$ cat config.mk
export PLATFORM = sky130hd
export DESIGN_NAME = regfile_wb_sched_flat
export DESIGN_NICKNAME = d
export VERILOG_FILES = /design/src/rtl/regfile_wb_sched_if.sv /design/src/rtl/regfile_wb_sched.sv /design/src/flat_wrapper.sv
export SDC_FILE = /design/constraint.sdc
export NUM_CORES = 1
export LEC_CHECK = 0
export BUFFER_PORTS_ARGS = -buffer_cell sky130_fd_sc_hd__buf_2
export CAP_MARGIN = 0
export CORE_MARGIN = 3
export CORE_UTILIZATION = 42
export CTS_CLUSTER_SIZE = 20
export DETAILED_ROUTE_END_ITERATION = 12
export GPL_TIMING_DRIVEN = 0
export PLACE_DENSITY = 0.84
export REMOVE_ABC_BUFFERS = 1
export SYNTH_ARGS = -nofsm -noshare
export SYNTH_HDL_FRONTEND = slang
export SYNTH_SLANG_ARGS = --single-unit
$ cat constraint.sdc
create_clock -name clk -period 1.6 [get_ports clk]
set_input_delay 0 -clock clk [delete_from_list [all_inputs] [get_ports clk]]
set_output_delay 0 -clock clk [all_outputs]
set_load 0.01 [all_outputs]
$ cat src/rtl/regfile_wb_sched_if.sv
`default_nettype none
// ============================================================================
//  Module      : regfile_wb_sched_if
//  Description : Bundles the issue, ALU/MEM write-back and register-file
//                write-port signals of the write-back scheduler.
//  Revision    : 1.0 - initial release
// ============================================================================
interface regfile_wb_sched_if #(
   parameter int DW   = 8,
   parameter int AW   = 3,
   parameter int NREG = 8
);
   // Issue stage
   logic            iss_valid;
   logic [AW-1:0]   iss_rd;
   logic [AW-1:0]   iss_s1;
   logic [AW-1:0]   iss_s2;
   logic            iss_stall;
   // ALU write-back source
   logic            alu_valid;
   logic [AW-1:0]   alu_rd;
   logic [DW-1:0]   alu_data;
   logic            alu_ready;
   // MEM write-back source
   logic            mem_valid;
   logic [AW-1:0]   mem_rd;
   logic [DW-1:0]   mem_data;
   logic            mem_ready;
   // Register-file write port and scoreboard
   logic            rf_we;
   logic [AW-1:0]   rf_waddr;
   logic [DW-1:0]   rf_wdata;
   logic [NREG-1:0] busy;

   modport master (
      output iss_valid, iss_rd, iss_s1, iss_s2,
      output alu_valid, alu_rd, alu_data,
      output mem_valid, mem_rd, mem_data,
      input  iss_stall, alu_ready, mem_ready,
      input  rf_we, rf_waddr, rf_wdata, busy
   );

   modport slave (
      input  iss_valid, iss_rd, iss_s1, iss_s2,
      input  alu_valid, alu_rd, alu_data,
      input  mem_valid, mem_rd, mem_data,
      output iss_stall, alu_ready, mem_ready,
      output rf_we, rf_waddr, rf_wdata, busy
   );
endinterface
`default_nettype wire

$ cat src/rtl/regfile_wb_sched.sv
`default_nettype none
// ============================================================================
//  Module      : regfile_wb_sched
//  Description : Round-robin arbiter of ALU/MEM write-backs onto the single
//                register-file write port, plus an in-flight destination
//                scoreboard that stalls issue on RAW/WAW hazards.
//  Revision    : 1.0 - initial release
// ============================================================================
module regfile_wb_sched #(
   parameter int DW   = 8,
   parameter int AW   = 3,
   parameter int NREG = 8
) (
   input  logic               clk,
   input  logic               rst_n,
   regfile_wb_sched_if.slave  bus
);

   // Round-robin pointer: which source wins the next contended cycle
   localparam logic [0:0] RR_ALU = 1'b0;
   localparam logic [0:0] RR_MEM = 1'b1;

   logic [0:0]      rr_q,       rr_d;
   logic            rf_we_q,    rf_we_d;
   logic [AW-1:0]   rf_waddr_q, rf_waddr_d;
   logic [DW-1:0]   rf_wdata_q, rf_wdata_d;
   logic [NREG-1:0] busy_q,     busy_d;

   logic            alu_gnt;
   logic            mem_gnt;
   logic            iss_stall;
   logic            iss_accept;

   // State register: pointer, write port and scoreboard
   always_ff @(posedge clk or negedge rst_n) begin
      if (!rst_n) begin
         rr_q       <= RR_ALU;
         rf_we_q    <= 1'b0;
         rf_waddr_q <= '0;
         rf_wdata_q <= '0;
         busy_q     <= '0;
      end else begin
         rr_q       <= rr_d;
         rf_we_q    <= rf_we_d;
         rf_waddr_q <= rf_waddr_d;
         rf_wdata_q <= rf_wdata_d;
         busy_q     <= busy_d;
      end
   end

   // Grant selection and next pointer; the pointer only moves on contention
   always_comb begin
      alu_gnt = bus.alu_valid & (~bus.mem_valid | (rr_q == RR_ALU));
      mem_gnt = bus.mem_valid & (~bus.alu_valid | (rr_q == RR_MEM));
      rr_d    = rr_q;
      if (bus.alu_valid & bus.mem_valid) begin
         rr_d = alu_gnt ? RR_MEM : RR_ALU;
      end
   end

   // Next write-port contents; address/data hold when nothing is granted
   always_comb begin
      rf_we_d    = alu_gnt | mem_gnt;
      rf_waddr_d = rf_waddr_q;
      rf_wdata_d = rf_wdata_q;
      if (alu_gnt) begin
         rf_waddr_d = bus.alu_rd;
         rf_wdata_d = bus.alu_data;
      end else if (mem_gnt) begin
         rf_waddr_d = bus.mem_rd;
         rf_wdata_d = bus.mem_data;
      end
   end

   // Hazard check against the registered scoreboard (no commit bypass)
   always_comb begin
      iss_stall  = bus.iss_valid &
                   (busy_q[bus.iss_s1] | busy_q[bus.iss_s2] | busy_q[bus.iss_rd]);
      iss_accept = bus.iss_valid & ~iss_stall;
   end

   // Scoreboard update: commit clears, accepted issue sets; set applied last wins
   always_comb begin
      busy_d = busy_q;
      if (rf_we_q) begin
         busy_d[rf_waddr_q] = 1'b0;
      end
      if (iss_accept) begin
         busy_d[bus.iss_rd] = 1'b1;
      end
   end

   assign bus.alu_ready = alu_gnt;
   assign bus.mem_ready = mem_gnt;
   assign bus.iss_stall = iss_stall;
   assign bus.rf_we     = rf_we_q;
   assign bus.rf_waddr  = rf_waddr_q;
   assign bus.rf_wdata  = rf_wdata_q;
   assign bus.busy      = busy_q;

endmodule
`default_nettype wire

$ cat src/flat_wrapper.sv
// flat-port wrapper written by rule: the top's interface ports become plain ports
module regfile_wb_sched_flat 
#(
   parameter int DW   = 8,
   parameter int AW   = 3,
   parameter int NREG = 8
)
  (clk, rst_n, bus_iss_valid, bus_iss_rd, bus_iss_s1, bus_iss_s2, bus_alu_valid, bus_alu_rd, bus_alu_data, bus_mem_valid, bus_mem_rd, bus_mem_data, bus_iss_stall, bus_alu_ready, bus_mem_ready, bus_rf_we, bus_rf_waddr, bus_rf_wdata, bus_busy);
  regfile_wb_sched_if #(.DW(DW), .AW(AW), .NREG(NREG)) bus_i ();
  input  logic clk;
  input  logic rst_n;
  input wire logic [$bits(bus_i.iss_valid)-1:0] bus_iss_valid;
  input wire logic [$bits(bus_i.iss_rd)-1:0] bus_iss_rd;
  input wire logic [$bits(bus_i.iss_s1)-1:0] bus_iss_s1;
  input wire logic [$bits(bus_i.iss_s2)-1:0] bus_iss_s2;
  input wire logic [$bits(bus_i.alu_valid)-1:0] bus_alu_valid;
  input wire logic [$bits(bus_i.alu_rd)-1:0] bus_alu_rd;
  input wire logic [$bits(bus_i.alu_data)-1:0] bus_alu_data;
  input wire logic [$bits(bus_i.mem_valid)-1:0] bus_mem_valid;
  input wire logic [$bits(bus_i.mem_rd)-1:0] bus_mem_rd;
  input wire logic [$bits(bus_i.mem_data)-1:0] bus_mem_data;
  output wire logic [$bits(bus_i.iss_stall)-1:0] bus_iss_stall;
  output wire logic [$bits(bus_i.alu_ready)-1:0] bus_alu_ready;
  output wire logic [$bits(bus_i.mem_ready)-1:0] bus_mem_ready;
  output wire logic [$bits(bus_i.rf_we)-1:0] bus_rf_we;
  output wire logic [$bits(bus_i.rf_waddr)-1:0] bus_rf_waddr;
  output wire logic [$bits(bus_i.rf_wdata)-1:0] bus_rf_wdata;
  output wire logic [$bits(bus_i.busy)-1:0] bus_busy;
  assign bus_i.iss_valid = bus_iss_valid;
  assign bus_i.iss_rd = bus_iss_rd;
  assign bus_i.iss_s1 = bus_iss_s1;
  assign bus_i.iss_s2 = bus_iss_s2;
  assign bus_i.alu_valid = bus_alu_valid;
  assign bus_i.alu_rd = bus_alu_rd;
  assign bus_i.alu_data = bus_alu_data;
  assign bus_i.mem_valid = bus_mem_valid;
  assign bus_i.mem_rd = bus_mem_rd;
  assign bus_i.mem_data = bus_mem_data;
  assign bus_iss_stall = bus_i.iss_stall;
  assign bus_alu_ready = bus_i.alu_ready;
  assign bus_mem_ready = bus_i.mem_ready;
  assign bus_rf_we = bus_i.rf_we;
  assign bus_rf_waddr = bus_i.rf_waddr;
  assign bus_rf_wdata = bus_i.rf_wdata;
  assign bus_busy = bus_i.busy;
  regfile_wb_sched #(.DW(DW), .AW(AW), .NREG(NREG)) u_core (.clk(clk), .rst_n(rst_n), .bus(bus_i));
endmodule
Yosys cells after proc, flatten, opt, wreduce, memory -nomap -nowiden. Index checks and enable logic that the tools add are counted. W data, S select, Z words.

Flip-flop bits (word level): 21. Output and inout port bits: 23. Logic and storage cells: 48.

Muxes and demuxes: 17. Reductions and logical operators: 3. Order comparisons: 6. Bitwise operators: 17.

Operators with widths (number): $mux W8 (4); $lt A3 B4 Y1 const B (4); $bmux W1 S3 (3); $and A8 B8 Y8 (1); $not A8 Y8 (1); $or A8 B8 Y8 (1); $demux W1 S3 (2); $ge A3 B1 Y1 const B (2); $mux W1 (6); $mux W3 (2); $and A1 B1 Y1 (5); $or A1 B1 Y1 (5); $not A1 Y1 (4); $logic_and A1 B1 Y1 (2); $reduce_bool A2 Y1 (1).

Longest topological paths before layout. Gate-level depths: netlist of the first run.

Depth in word-level cells: 9. Depth in mapped cells: 5. Depth with buffers taken out: 4.

Worst setup path after synthesis of the first run. Ideal clock, no wire load.

Path kind: register to register. Start: register u_core.busy_q[1] (netlist: u_core.bus.busy[1]). End: register u_core.busy_q[1] (netlist: u_core.bus.busy[1]). Cell stages (with the launch flop): 5. Data arrival time: 1610 ps. Clock period less this slack: 1720 ps. Library setup time: 110 ps. Setup slack: -120 ps. Cell sequence: dfrtp_1 > mux4_1 > mux2i_4 > o311ai_4 > o41ai_1.

Cells in the longest elaborated chain, start to end: 8. Elaborated cells on any way between the ends: 15. Those cells by class: mux (8); bitwise (7).

RTL lines: start, declared (RTL line regfile_wb_sched.sv:27) `logic [NREG-1:0] busy_q, busy_d;`; start signal, assigned (RTL line regfile_wb_sched.sv:47) `busy_q <= busy_d;`; $bmux W1 S3 (RTL line regfile_wb_sched.sv:78) `(busy_q[bus.iss_s1] | busy_q[bus.iss_s2] | busy_q[bus.iss_rd]);`; $mux W1 (not written as such) (RTL line regfile_wb_sched.sv:78); $or A1 B1 Y1 (2 in a row) (RTL line regfile_wb_sched.sv:78); $and A1 B1 Y1 (RTL line regfile_wb_sched.sv:77) `iss_stall = bus.iss_valid &`; $not A1 Y1 (RTL line regfile_wb_sched.sv:79) `iss_accept = bus.iss_valid & ~iss_stall;`; $and A1 B1 Y1 (RTL line regfile_wb_sched.sv:79); $mux W8 * (RTL line regfile_wb_sched.sv:88) `if (iss_accept) begin`; named net u_core.busy_d[1] (RTL line regfile_wb_sched.sv:27).

Mark *: on every way through the listed nets, which the timed path passes. The rest lies on a longest branch. The select of a mux whose other input is x is not followed. A chain may end at the register's enable or synchronous reset.

Worst setup path after layout of the first run.
Start: register u_core.busy_q[7] (netlist: u_core.bus.busy[7]). End: output bus_iss_stall.

Cells in the longest elaborated chain, start to end: 5. Elaborated cells on any way between the ends: 9. Those cells by class: mux (6); bitwise (3).

RTL lines: $bmux W1 S3 (RTL line regfile_wb_sched.sv:78); $mux W1 (not written as such) (RTL line regfile_wb_sched.sv:78); $or A1 B1 Y1 (RTL line regfile_wb_sched.sv:78); $or A1 B1 Y1 * (RTL line regfile_wb_sched.sv:78); $and A1 B1 Y1 * (RTL line regfile_wb_sched.sv:77); end, declared (RTL line flat_wrapper.sv:22) `output wire logic [$bits(bus_i.iss_stall)-1:0] bus_iss_stall;`.

Every way passes the cells marked *; elsewhere a longest branch is shown, timed or not. The select of a mux whose other input is x is not followed.

==> reports/metrics.cfg, run 1 <==
[outcome]
outcome=complete, but fails checks
failed_checks=negative setup slack

[finish]
area_delta_synth_final_pct=55.20
fin_area_sq_mm=0.002054
diodes=0
finalNonFillerCells=265
drive_above_1_share_pct=47.98
fin_nets=260

[clock_tree]
clkLatencyLatePin_ps=300
cts.path.max_buffers=2
cts_sinks=21
cts_tree=built
h-tree-depth=1
cts-root-buf=clkbuf_4
cts.clk_slew.worst_paths_ps=110
numCtsBuffers=3

[worst_setup_path]
worstRegToRegCells=6
r2r-end=u_core.bus.busy[6]
cpMaxStageDelayCell=mux4_2
critPathTopFamily=multiplexers
worstSetupStartpoint=u_core.bus.busy[7]
cpPeakStageDelay_ps=520
arrival_ps=2000
r2r_start=u_core.bus.busy[7]
crit_fanout=4
critical_path_class=register to primary output
end_kind=primary output
cp-start-kind=register
path_buf_inv=1
required_ps=1600
ff2ff_setup_slack_ps=-400
crit_chain=mux4_2 > mux2i_4 > o311ai_4 > o31a_2 > buf_6

[placed_design]
hpwlAfterDp_mm=2.553
place.port_buffers=58
place_inst=221
gp_congestion=0.8281
dp_slack_ps=-500.6
placed_cell_area_sq_mm=0.001625

[timing]
fin_setup_tns_ps=-2506
rsz0062_at_grt=yes
finClkSkew_ps=0.8480
timing.fmax_mhz=499.0
fin_crit_ps=2004
setup_viol=9
max_slew.worst_pin.slew_ps=558.9
hold_violations=0
slew_viol_final=0
min_period_over_period_pct=125.3
setup_slack_ps=-404.1
slew_headroom_pct=62.74

[global_routing]
grt_overflow=0
busiest_layer=met2
track_usage_pct=22.12
met3_usage_pct=5.946
grt_pass1_wl_mm=7.010
antenna_found_initial=0
grt_pass1_vias=1569
grt_max_degree=22
grtUsageMet1_pct=26.14
met2_usage_pct=37.77

[power_and_ir_drop]
vdd_ir_drop_max_uv=662.5
p_leak_nw=0.9415
power.total_mw=2.579
cellPowerDensity_mw_per_mm2=1255

[worst_hold_path]
hp-class=input pin to register
holdPathEnd=u_core.bus.busy[0]
hp-start=bus_iss_valid
holdPathStages=3

[drt]
wire_per_inst_um=16.15
totalWireLength_mm=4.281
drc=0
avgViaCountPerCell=5.604
vias=1485
drt_iter0_markers=98
drtPass1Iterations=4
drtAntennaViolNets=0

[synthesis]
synthXorXnorAreaFrac_pct=0.6616
synth_seq_area_share_pct=39.70
syn_inst=129
netlist_area_sq_mm=0.001324
synth_adder_area_share_pct=0
synth_top_area_share_pct=39.70
synth_compound_area_share_pct=18.34
yosys.area_share.simple_pct=16.54
avgSynthCellArea_sq_um=10.26
ys_top_cells_by_area=dfrtp_1, mux2_2, nor3_1
yosysWarnings=0
synth_cell_types=31
synthMuxAreaShare_pct=20.79
synth_seq_cells=21
synth_top_family_by_area=multiplexers
synth_top_area_cell=dfrtp_1

[die]
io_pins=59
start_util_pct=46.02
design.core.area_sq_mm=0.002877
rows=19
die_area_sq_mm=0.003861
die_h_um=62.14
die_x_um=62.14

[run]
maxCapViolCount=0

## worst reg2reg max path, cell delays in order, from the launching register on
cell and delay (ps):
dfrtp_1 430, mux4_2 520, mux2i_4 190, o311ai_4 130, buf_4 160, buf_6 120
o41ai_1 340
## Yosys cell counts (all sizes together)
cell type  instances
dfrtp             21
nor3              14
nor2              13
mux2              12
o22ai             11
nand2              8
clkbuf             5
o21ai              5
o41ai              5
mux4               4
a32o               3
buf                3
inv                3
mux2i              3
nand3              2
nor2b              2
o31ai              2
or2b               2
a211oi             1
a21oi              1
and2               1
nand2b             1
nand3b             1
nand4              1
o311a              1
o311ai             1
o31a               1
or2                1
xnor2              1
## per-layer routing
layer / share of wire [%] / vias up
li1: - / 684
met1: 40 / 689
met2: 47 / 100
met3: 10 / 12
met4: 2.5 / 0
met5: 0 / -
## through the flow
step	utilization, %	hold WS [ps]
final	71.42	40.53
after global routing	71.42	40.60
after CTS	69.94	3.312
after detailed placement	56.50	-21.04
after global placement	56.50	-30.71
after floorplan	-	-295.6
## cell families (layout without fill, tap and decap cells)
| family | Yosys count | count (layout) |
|---|---|---|
| AND/OR/NAND/NOR | 46 | 46 |
| AO/OA/AOI/OAI | 31 | 31 |
| flip-flops | 21 | 21 |
| XOR/XNOR | 1 | 1 |
| buffers and inverters | 11 | 105 |
| multiplexers | 19 | 19 |
## state kept, by name, summed over array words and instances (netlist names)
signal and flops:
u_core.bus.busy 8, u_core.bus.rf_wdata 8, u_core.bus.rf_waddr 3, u_core.bus.rf_we 1
u_core.rr_q 1
## repair_timing
| action | CTS | global route |
|---|---|---|
| hold endpoints to repair | 34 | 0 |
| buffers inserted | 12 | 4 |
| pin swaps | 2 | 3 |
| setup endpoints to repair | 21 | 10 |
| hold buffers | 24 | 0 |
| resized for setup | 12 | 3 |
## placed cells by master (no fill, tap or decap), drive strengths merged, types with 2 or more instances in the layout
master,Yosys,layout
o41ai,5,5
a32o,3,3
o21ai,5,5
nor3,14,14
inv,3,3
dlygate4sd3,0,24
nor2b,2,2
o22ai,11,11
mux2i,3,3
nand3,2,2
mux2,12,12
or2b,2,2
buf,3,74
nor2,13,13
o31ai,2,2
mux4,4,4
clkbuf,5,4
nand2,8,8
dfrtp,21,21
## final cells by class
| type | count | area (sq um) |
|---|---|---|
| repair buffers | 98 | 660.6 |
| clock buffers | 4 | 26.28 |
| flip-flops and latches | 21 | 530.5 |
| well taps | 42 | 52.55 |
| inverters | 3 | 11.26 |
| multi-input cells | 97 | 773.2 |
| fillers | 204 | 822.0 |
## power by group
part	total [mW]	switching, mW	internal (mW)
Clock	0.249	0.152	0.0971
Sequential	0.914	0.209	0.705
Combinational	1.42	0.636	0.780
Total	2.58	0.997	1.58
## worst max-delay path by stage
stage	to	slack [ps]	depth (start not counted)
final	bus_iss_stall	-400	5
after global routing	bus_iss_stall	-480	5
after CTS	bus_iss_stall	-400	5
after floorplan	u_core.bus.busy[0]	-120	4
after detailed placement	u_core.bus.rf_wdata[7]	-500	5
after global placement	u_core.bus.rf_wdata[0]	-460	5
(Power assumes the default switching activity.)
==> run 2: changes to the inputs <==
--- a/config.mk
+++ b/config.mk
@@ -5,10 +5,11 @@
 export SDC_FILE = /design/constraint.sdc
 export NUM_CORES = 1
 export LEC_CHECK = 0
+export ABC_AREA = 1
 export BUFFER_PORTS_ARGS = -buffer_cell sky130_fd_sc_hd__buf_2
 export CAP_MARGIN = 0
 export CORE_MARGIN = 3
-export CORE_UTILIZATION = 42
+export CORE_UTILIZATION = 41
 export CTS_CLUSTER_SIZE = 20
 export DETAILED_ROUTE_END_ITERATION = 12
 export GPL_TIMING_DRIVEN = 0
==> run 2 against run 1 <==
  * The run now ends clean
  * Critical endpoint unchanged
  * Global-route usage fell by 0.82 points
  * Synthesized cell count rose by 42%
  * Count of clock-buffer cells in the layout did not move
  * Setup slack improved by 510 ps
  * Non-clock buffer count fell by 15
  * Combinational power fell by 49%
  * Sequential cell count did not move
  * Largest cell class unchanged
  * Hold slack got worse by 38 ps
  * Final cell count rose by 11%
  * Clock power barely moved
  * Register-to-register slack improved by 540 ps
  * Clock skew rose by 3.9 ps
==> reports/metrics.cfg, run 2 <==
[clock_tree]
cts.path.max_buffers=2  ; unchanged
h-tree-depth=1  ; unchanged
cts-root-buf=clkbuf_4
numCtsBuffers=3  ; unchanged
cts_tree=built
cts.clk_slew.worst_paths_ps=120  ; about the same
clkLatencyLatePin_ps=300  ; about the same
cts_sinks=21  ; unchanged

[global_routing]
met2_usage_pct=37.31  ; -0.46 points
met3_usage_pct=3.145  ; -2.8 points
track_usage_pct=21.30  ; -0.82 points
grt_pass1_vias=1415  ; -9.8%
grt_overflow=0  ; unchanged
grtUsageMet1_pct=26.02  ; -0.12 points
grt_max_degree=22  ; unchanged
antenna_found_initial=0  ; unchanged
grt_pass1_wl_mm=6.016  ; -14%
busiest_layer=met2

[finish]
final_common_cell=buf_2
multi_input_area_sq_um=593.1  ; -23%
diodes=0  ; unchanged
regArea_sq_um=525.5  ; -0.94%
area_delta_synth_final_pct=44.73
fin_nets=301  ; +16%
utilization_pct=64.40  ; -7.0 points
fill_cells=229  ; +12%
drive_above_1_share_pct=27.27  ; -21 points
final_cell_mix=buf_2, nand2_1, inv_1, dfrtp_1, dlygate4sd3_1

[die]
start_util_pct=44.49  ; -1.5 points
die_x_um=61.41  ; -1.2%
die_h_um=61.41  ; -1.2%
rows=19  ; unchanged
die_area_sq_mm=0.003771  ; -2.4%
io_pins=59  ; unchanged
design.core.area_sq_mm=0.002829  ; -1.7%

[worst_hold_path]
holdPathStages=3  ; unchanged
hp-start=bus_alu_rd[0]
holdPathEnd=u_core.bus.rf_waddr[0]
hp-class=input pin to register

[worst_setup_path]
critPathTopFamily=simple AND/OR/NAND/NOR gates
r2r-end=u_core.bus.busy[1]
cpPeakStageDelay_ps=420  ; -100 ps
cp_common_cell=nand2_1
crit_fanout=4  ; unchanged
crit_chain=inv_1 > nand2_1 > nand3_1 > nand3b_1 > nand2_1 > nand2_2 > nor2_4 > nor2_1 > buf_2
ff2ff_setup_slack_ps=140  ; +540 ps
r2r_start=u_core.bus.busy[2]
critical_path_class=register to primary output
worstRegToRegCells=11  ; +5
required_ps=1600  ; about the same
cpMaxStageDelayCell=dfrtp_1
path_buf_inv=2  ; +1
arrival_ps=1490  ; -510 ps
end_kind=primary output
cp-start-kind=register

[drt]
totalWireLength_mm=3.659  ; -15%
drtPass1Iterations=4  ; unchanged
drt_iter0_markers=76  ; -22%
drc=0  ; unchanged
wire_per_inst_um=12.40  ; -23%
drtAntennaViolNets=0  ; unchanged
vias=1507  ; +1.5%
avgViaCountPerCell=5.108  ; -8.8%

[synthesis]
yosysMostFrequentCell=nand2_1
synth_top_area_cell=dfrtp_1
synth_commonest_cells=nand2_1, inv_1, dfrtp_1
synth_seq_area_share_pct=41.75  ; +2.1 points
synth_cell_types=17  ; -45%
yosysWarnings=0  ; unchanged
synth_seq_cells=21  ; unchanged
netlist_area_sq_mm=0.001259  ; -4.9%
synth_top_area_share_pct=41.75  ; +2.1 points
synth_edf_count=0  ; unchanged
synthArstFlopShare_pct=100.0  ; unchanged
ys_top_cells_by_area=dfrtp_1, nand2_1, inv_1
synth_ff_type=dfrtp_1
syn_inst=183  ; +42%
avgSynthCellArea_sq_um=6.878  ; -33%

[placed_design]
hpwlAfterDp_mm=2.476  ; -3.0%
dp_slack_ps=100.3  ; +600.9 ps
place.port_buffers=58  ; unchanged
gp_congestion=0.8004  ; -3.3%

[power_and_ir_drop]
vdd_ir_drop_max_uv=576.7  ; -13%
power.total_mw=1.705  ; -34%
p_leak_nw=1.019  ; +8.2%
cellPowerDensity_mw_per_mm2=935.8  ; -25%

[timing]
setup_viol=0  ; -9
setup_slack_ps=105.0  ; +509.2 ps
slew_viol_final=0  ; unchanged
slew_headroom_pct=59.87  ; -2.9 points
rsz0062_at_grt=yes
max_slew.worst_pin.slew_ps=602.0  ; +43.00 ps
min_period_over_period_pct=93.44  ; -32 points
hold_violations=0  ; unchanged
finClkSkew_ps=4.745  ; +3.897 ps
hold_ws_ps=2.956  ; -37.57 ps
timing.fmax_mhz=668.9  ; +34%
fin_crit_ps=1495  ; -509.2 ps

[run]
maxCapViolCount=0  ; unchanged

[outcome]
outcome=complete, no violations

==> run 2: changes by cell type in the layout (fill, tap and decap cells not counted), sizes merged, moves of 6 or more <==
cell | previous run | this run
nand2 | 8 | 46
nor3 | 14 | 8
inv | 3 | 30
buf | 74 | 64
nand3 | 2 | 18
mux2 | 12 | 0
o21ai | 5 | 13
a21oi | 1 | 14
==> run 2: through the flow <==
stage               cell area (sq um)  TNS [ps]  std cells
finish                           1822         0        295
detailed placement               1554         0        266
CTS                              1774         0        289
global placement                 1554         0        266
floorplan                        1225         0        177
global route                     1822    -29.06        295
==> run 2: worst max-delay path by stage <==
stage	from	depth (start not counted)	to	slack [ps]
after floorplan	u_core.rr_q	4	u_core.bus.rf_waddr[0]	320
after global placement	u_core.rr_q	4	u_core.bus.rf_wdata[3]	160
after detailed placement	u_core.rr_q	4	u_core.bus.rf_wdata[3]	100
after CTS	u_core.bus.busy[6]	9	bus_iss_stall	30
after global routing	u_core.bus.busy[1]	9	bus_iss_stall	-30
final	u_core.bus.busy[2]	9	bus_iss_stall	110
==> run 2: timing repair <==
| item | in CTS | in global routing |
|---|---|---|
| resized for setup | 1 | 1 |
| endpoints found under the setup margin | 1 | 1 |
| setup buffers | 0 | 6 |
| hold endpoints to repair | 33 | 0 |
| hold buffers | 19 | 0 |
| pin swaps | 0 | 1 |
==> run 2: cells by family after synthesis <==
kind of cell	after synthesis	share of synthesized area, %
buf+inv	36	11.63
simple gates	88	30.42
compound gates	38	16.20
flops	21	41.75
==> run 2: area by class of cell <==
cell class                      instances  share of cell area [%]
Sequential cell                        21                   28.85
Clock buffer                            4                   1.442
Inverter                               30                   6.181
Multi-Input combinational cell        126                   32.55
Timing Repair Buffer                   83                   28.85
Tap cell                               31                   2.129
==> run 2: metal layers <==
layer,up-vias,share of wire [%]
li1,758,-
met1,669,42
met2,72,47
met4,0,1.9
met5,-,0
met3,8,8.6
==> run 2: power by group <==
part	total, mW	switching [mW]	internal [mW]
registers	0.722	0.0869	0.635
logic	0.731	0.406	0.325
clock network	0.251	0.154	0.0970
total	1.70	0.647	1.06
==> run 2: tightest hold or removal path, stage by stage <==
cell and delay (ps):
buf_2 80, a21oi_1 60, o22ai_1 110
==> run 3: changes to the inputs <==
--- a/config.mk
+++ b/config.mk
@@ -13,6 +13,7 @@
 export CTS_CLUSTER_SIZE = 20
 export DETAILED_ROUTE_END_ITERATION = 12
 export GPL_TIMING_DRIVEN = 0
+export MAX_ROUTING_LAYER = met4
 export PLACE_DENSITY = 0.84
 export REMOVE_ABC_BUFFERS = 1
 export SYNTH_ARGS = -nofsm -noshare
==> run 3 against run 2 <==
  * Sequential cell count is the same
  * Sequential share of layout area grew 0.12 points
  * Via count decreased by 0.86%
  * Clock skew is 0.63 ps higher
  * Die area did not move
  * First-iteration DRC count shrank 13%
  * Register-to-register slack hardly changed
  * Fmax up 0.10%
  * Hold slack is essentially flat
  * Count of clock-buffer cells in the layout unchanged
  * Clock power hardly changed
  * Critical endpoint unchanged
  * Largest cell class unchanged
==> reports/metrics.cfg, run 3 (synthesis gave the netlist of run 2 again) <==
[power_and_ir_drop]
cellPowerDensity_mw_per_mm2=930.8  ; -0.53%
vdd_ir_drop_max_uv=573.2  ; -0.61%
p_leak_nw=1.014  ; -0.51%
power.total_mw=1.689  ; -0.94%

[worst_hold_path]
holdPathStages=3  ; unchanged
hp-class=input pin to register

[drt]
drtPass1Iterations=4  ; unchanged
vias=1494  ; -0.86%
avgViaCountPerCell=5.082  ; -0.53%
drt_iter0_markers=66  ; -13%
drtAntennaViolNets=0  ; unchanged
totalWireLength_mm=3.651  ; -0.22%
drc=0  ; unchanged
wire_per_inst_um=12.42  ; +0.12%

[global_routing]
grt_overflow=0  ; unchanged
grt_pass1_wl_mm=5.989  ; -0.45%
track_usage_pct=21.93  ; +0.62 points
grt_max_degree=22  ; unchanged
antenna_found_initial=0  ; unchanged
grt_pass1_vias=1419  ; +0.28%

[timing]
timing.fmax_mhz=669.6  ; +0.10%
min_period_over_period_pct=93.34  ; -0.096 points
setup_viol=0  ; unchanged
fin_crit_ps=1493  ; -1.539 ps
slew_viol_final=0  ; unchanged
rsz0062_at_grt=yes
setup_slack_ps=106.5  ; +1.539 ps
hold_ws_ps=2.651  ; -0.3045 ps
slew_headroom_pct=60.09  ; +0.22 points
max_slew.worst_pin.slew_ps=598.7  ; -3.262 ps
finClkSkew_ps=5.371  ; +0.6257 ps
hold_violations=0  ; unchanged
fin_setup_tns_ps=0  ; unchanged

[worst_setup_path]
critical_path_class=register to primary output
cp-start-kind=register
cpPeakStageDelay_ps=420  ; about the same
critPathTopFamily=simple AND/OR/NAND/NOR gates
cpMaxStageDelayCell=dfrtp_1
crit_cells=9  ; unchanged
worstRegToRegCells=11  ; unchanged
crit_fanout=4  ; unchanged
end_kind=primary output
required_ps=1600  ; about the same
cp_common_cell=nand2_1
crit_chain=inv_1 > nand2_1 > nand3_1 > nand3b_1 > nand2_1 > nand2_2 > nor2_4 > nor2_1 > buf_2
path_buf_inv=2  ; unchanged
arrival_ps=1490  ; about the same

[clock_tree]
cts.clk_slew.worst_paths_ps=110  ; about the same
clkLatencyLatePin_ps=300  ; about the same
h-tree-depth=1  ; unchanged
cts-root-buf=clkbuf_4
cts_sinks=21  ; unchanged
cts_tree=built
cts.path.max_buffers=2  ; unchanged
numCtsBuffers=3  ; unchanged

[finish]
final_cell_mix=buf_2, nand2_1, inv_1, dfrtp_1, dlygate4sd3_1
fill_cells=229  ; unchanged
regArea_sq_um=525.5  ; unchanged
multi_input_area_sq_um=593.1  ; unchanged
diodes=0  ; unchanged
finalNonFillerCells=294  ; -0.34%
fin_area_sq_mm=0.001814  ; -0.41%
final_common_cell=buf_2
utilization_pct=64.13  ; -0.27 points
fin_nets=300  ; -0.33%
drive_above_1_share_pct=27.00  ; -0.28 points
area_delta_synth_final_pct=44.14

[placed_design]
place.port_buffers=58  ; unchanged
dp_slack_ps=100.3  ; unchanged
gp_congestion=0.8120  ; +1.4%
hpwlAfterDp_mm=2.476  ; unchanged
place_inst=266  ; unchanged
placed_cell_area_sq_mm=0.001554  ; unchanged

[die]
start_util_pct=44.49  ; unchanged
die_x_um=61.41  ; unchanged
io_pins=59  ; unchanged
rows=19  ; unchanged
die_area_sq_mm=0.003771  ; unchanged
design.core.area_sq_mm=0.002829  ; unchanged
die_h_um=61.41  ; unchanged

[outcome]
outcome=complete, no violations

[run]
maxCapViolCount=0  ; unchanged

==> run 3: changes by cell type in the layout (fill, tap and decap cells not counted) <==
cell / before / now
buf_4: 6 / 5
==> run 3: final timing paths <==
path | startpoint | endpoint | slack (ps)
setup / recovery | u_core.bus.busy[2] | bus_iss_stall | 110
hold / removal | bus_alu_rd[0] | u_core.bus.rf_waddr[0] | 3
setup reg to reg | u_core.bus.busy[2] | u_core.bus.busy[1] | 140
hold reg to reg | u_core.rr_q | u_core.rr_q | 550
max in group asynchronous | rst_n | u_core.bus.busy[1] | 1100
min in group asynchronous | rst_n | u_core.bus.rf_wdata[4] | 190
==> run 3: cell type report <==
| cell class | count | area share [%] |
|---|---|---|
| sequential | 21 | 28.97 |
| clock buffer | 4 | 1.448 |
| tap | 31 | 2.138 |
| timing repair buffer | 82 | 28.55 |
| multi-input combinational | 126 | 32.69 |
| inverter | 30 | 6.207 |
==> run 3: where the power goes <==
part	internal, mW	total, mW	switching [mW]
Combinational	0.315	0.719	0.404
Clock	0.0970	0.249	0.152
Sequential	0.635	0.720	0.0847
==> run 3: repair_timing <==
| item | in CTS | in global routing |
|---|---|---|
| endpoints found under the setup margin | 1 | 1 |
| resized for setup | 1 | 1 |
| hold endpoints to repair | 33 | 0 |
| pin swaps | 0 | 1 |
| buffers inserted | 0 | 5 |
| hold buffers | 19 | 0 |
==> run 3: tightest hold or removal path, delay by kind of cell <==
family	cells	cell delay [ps]
buf+inv	1	80
compound gates	2	170
==> run 3: layer usage <==
metal,global-route usage (%),vias up,part of all wire [%]
li1,-,757,-
met1,26.02,656,41
met2,37.61,73,48
met3,2.516,8,9.0
met4,9.091,0,1.9
met5,-,-,0
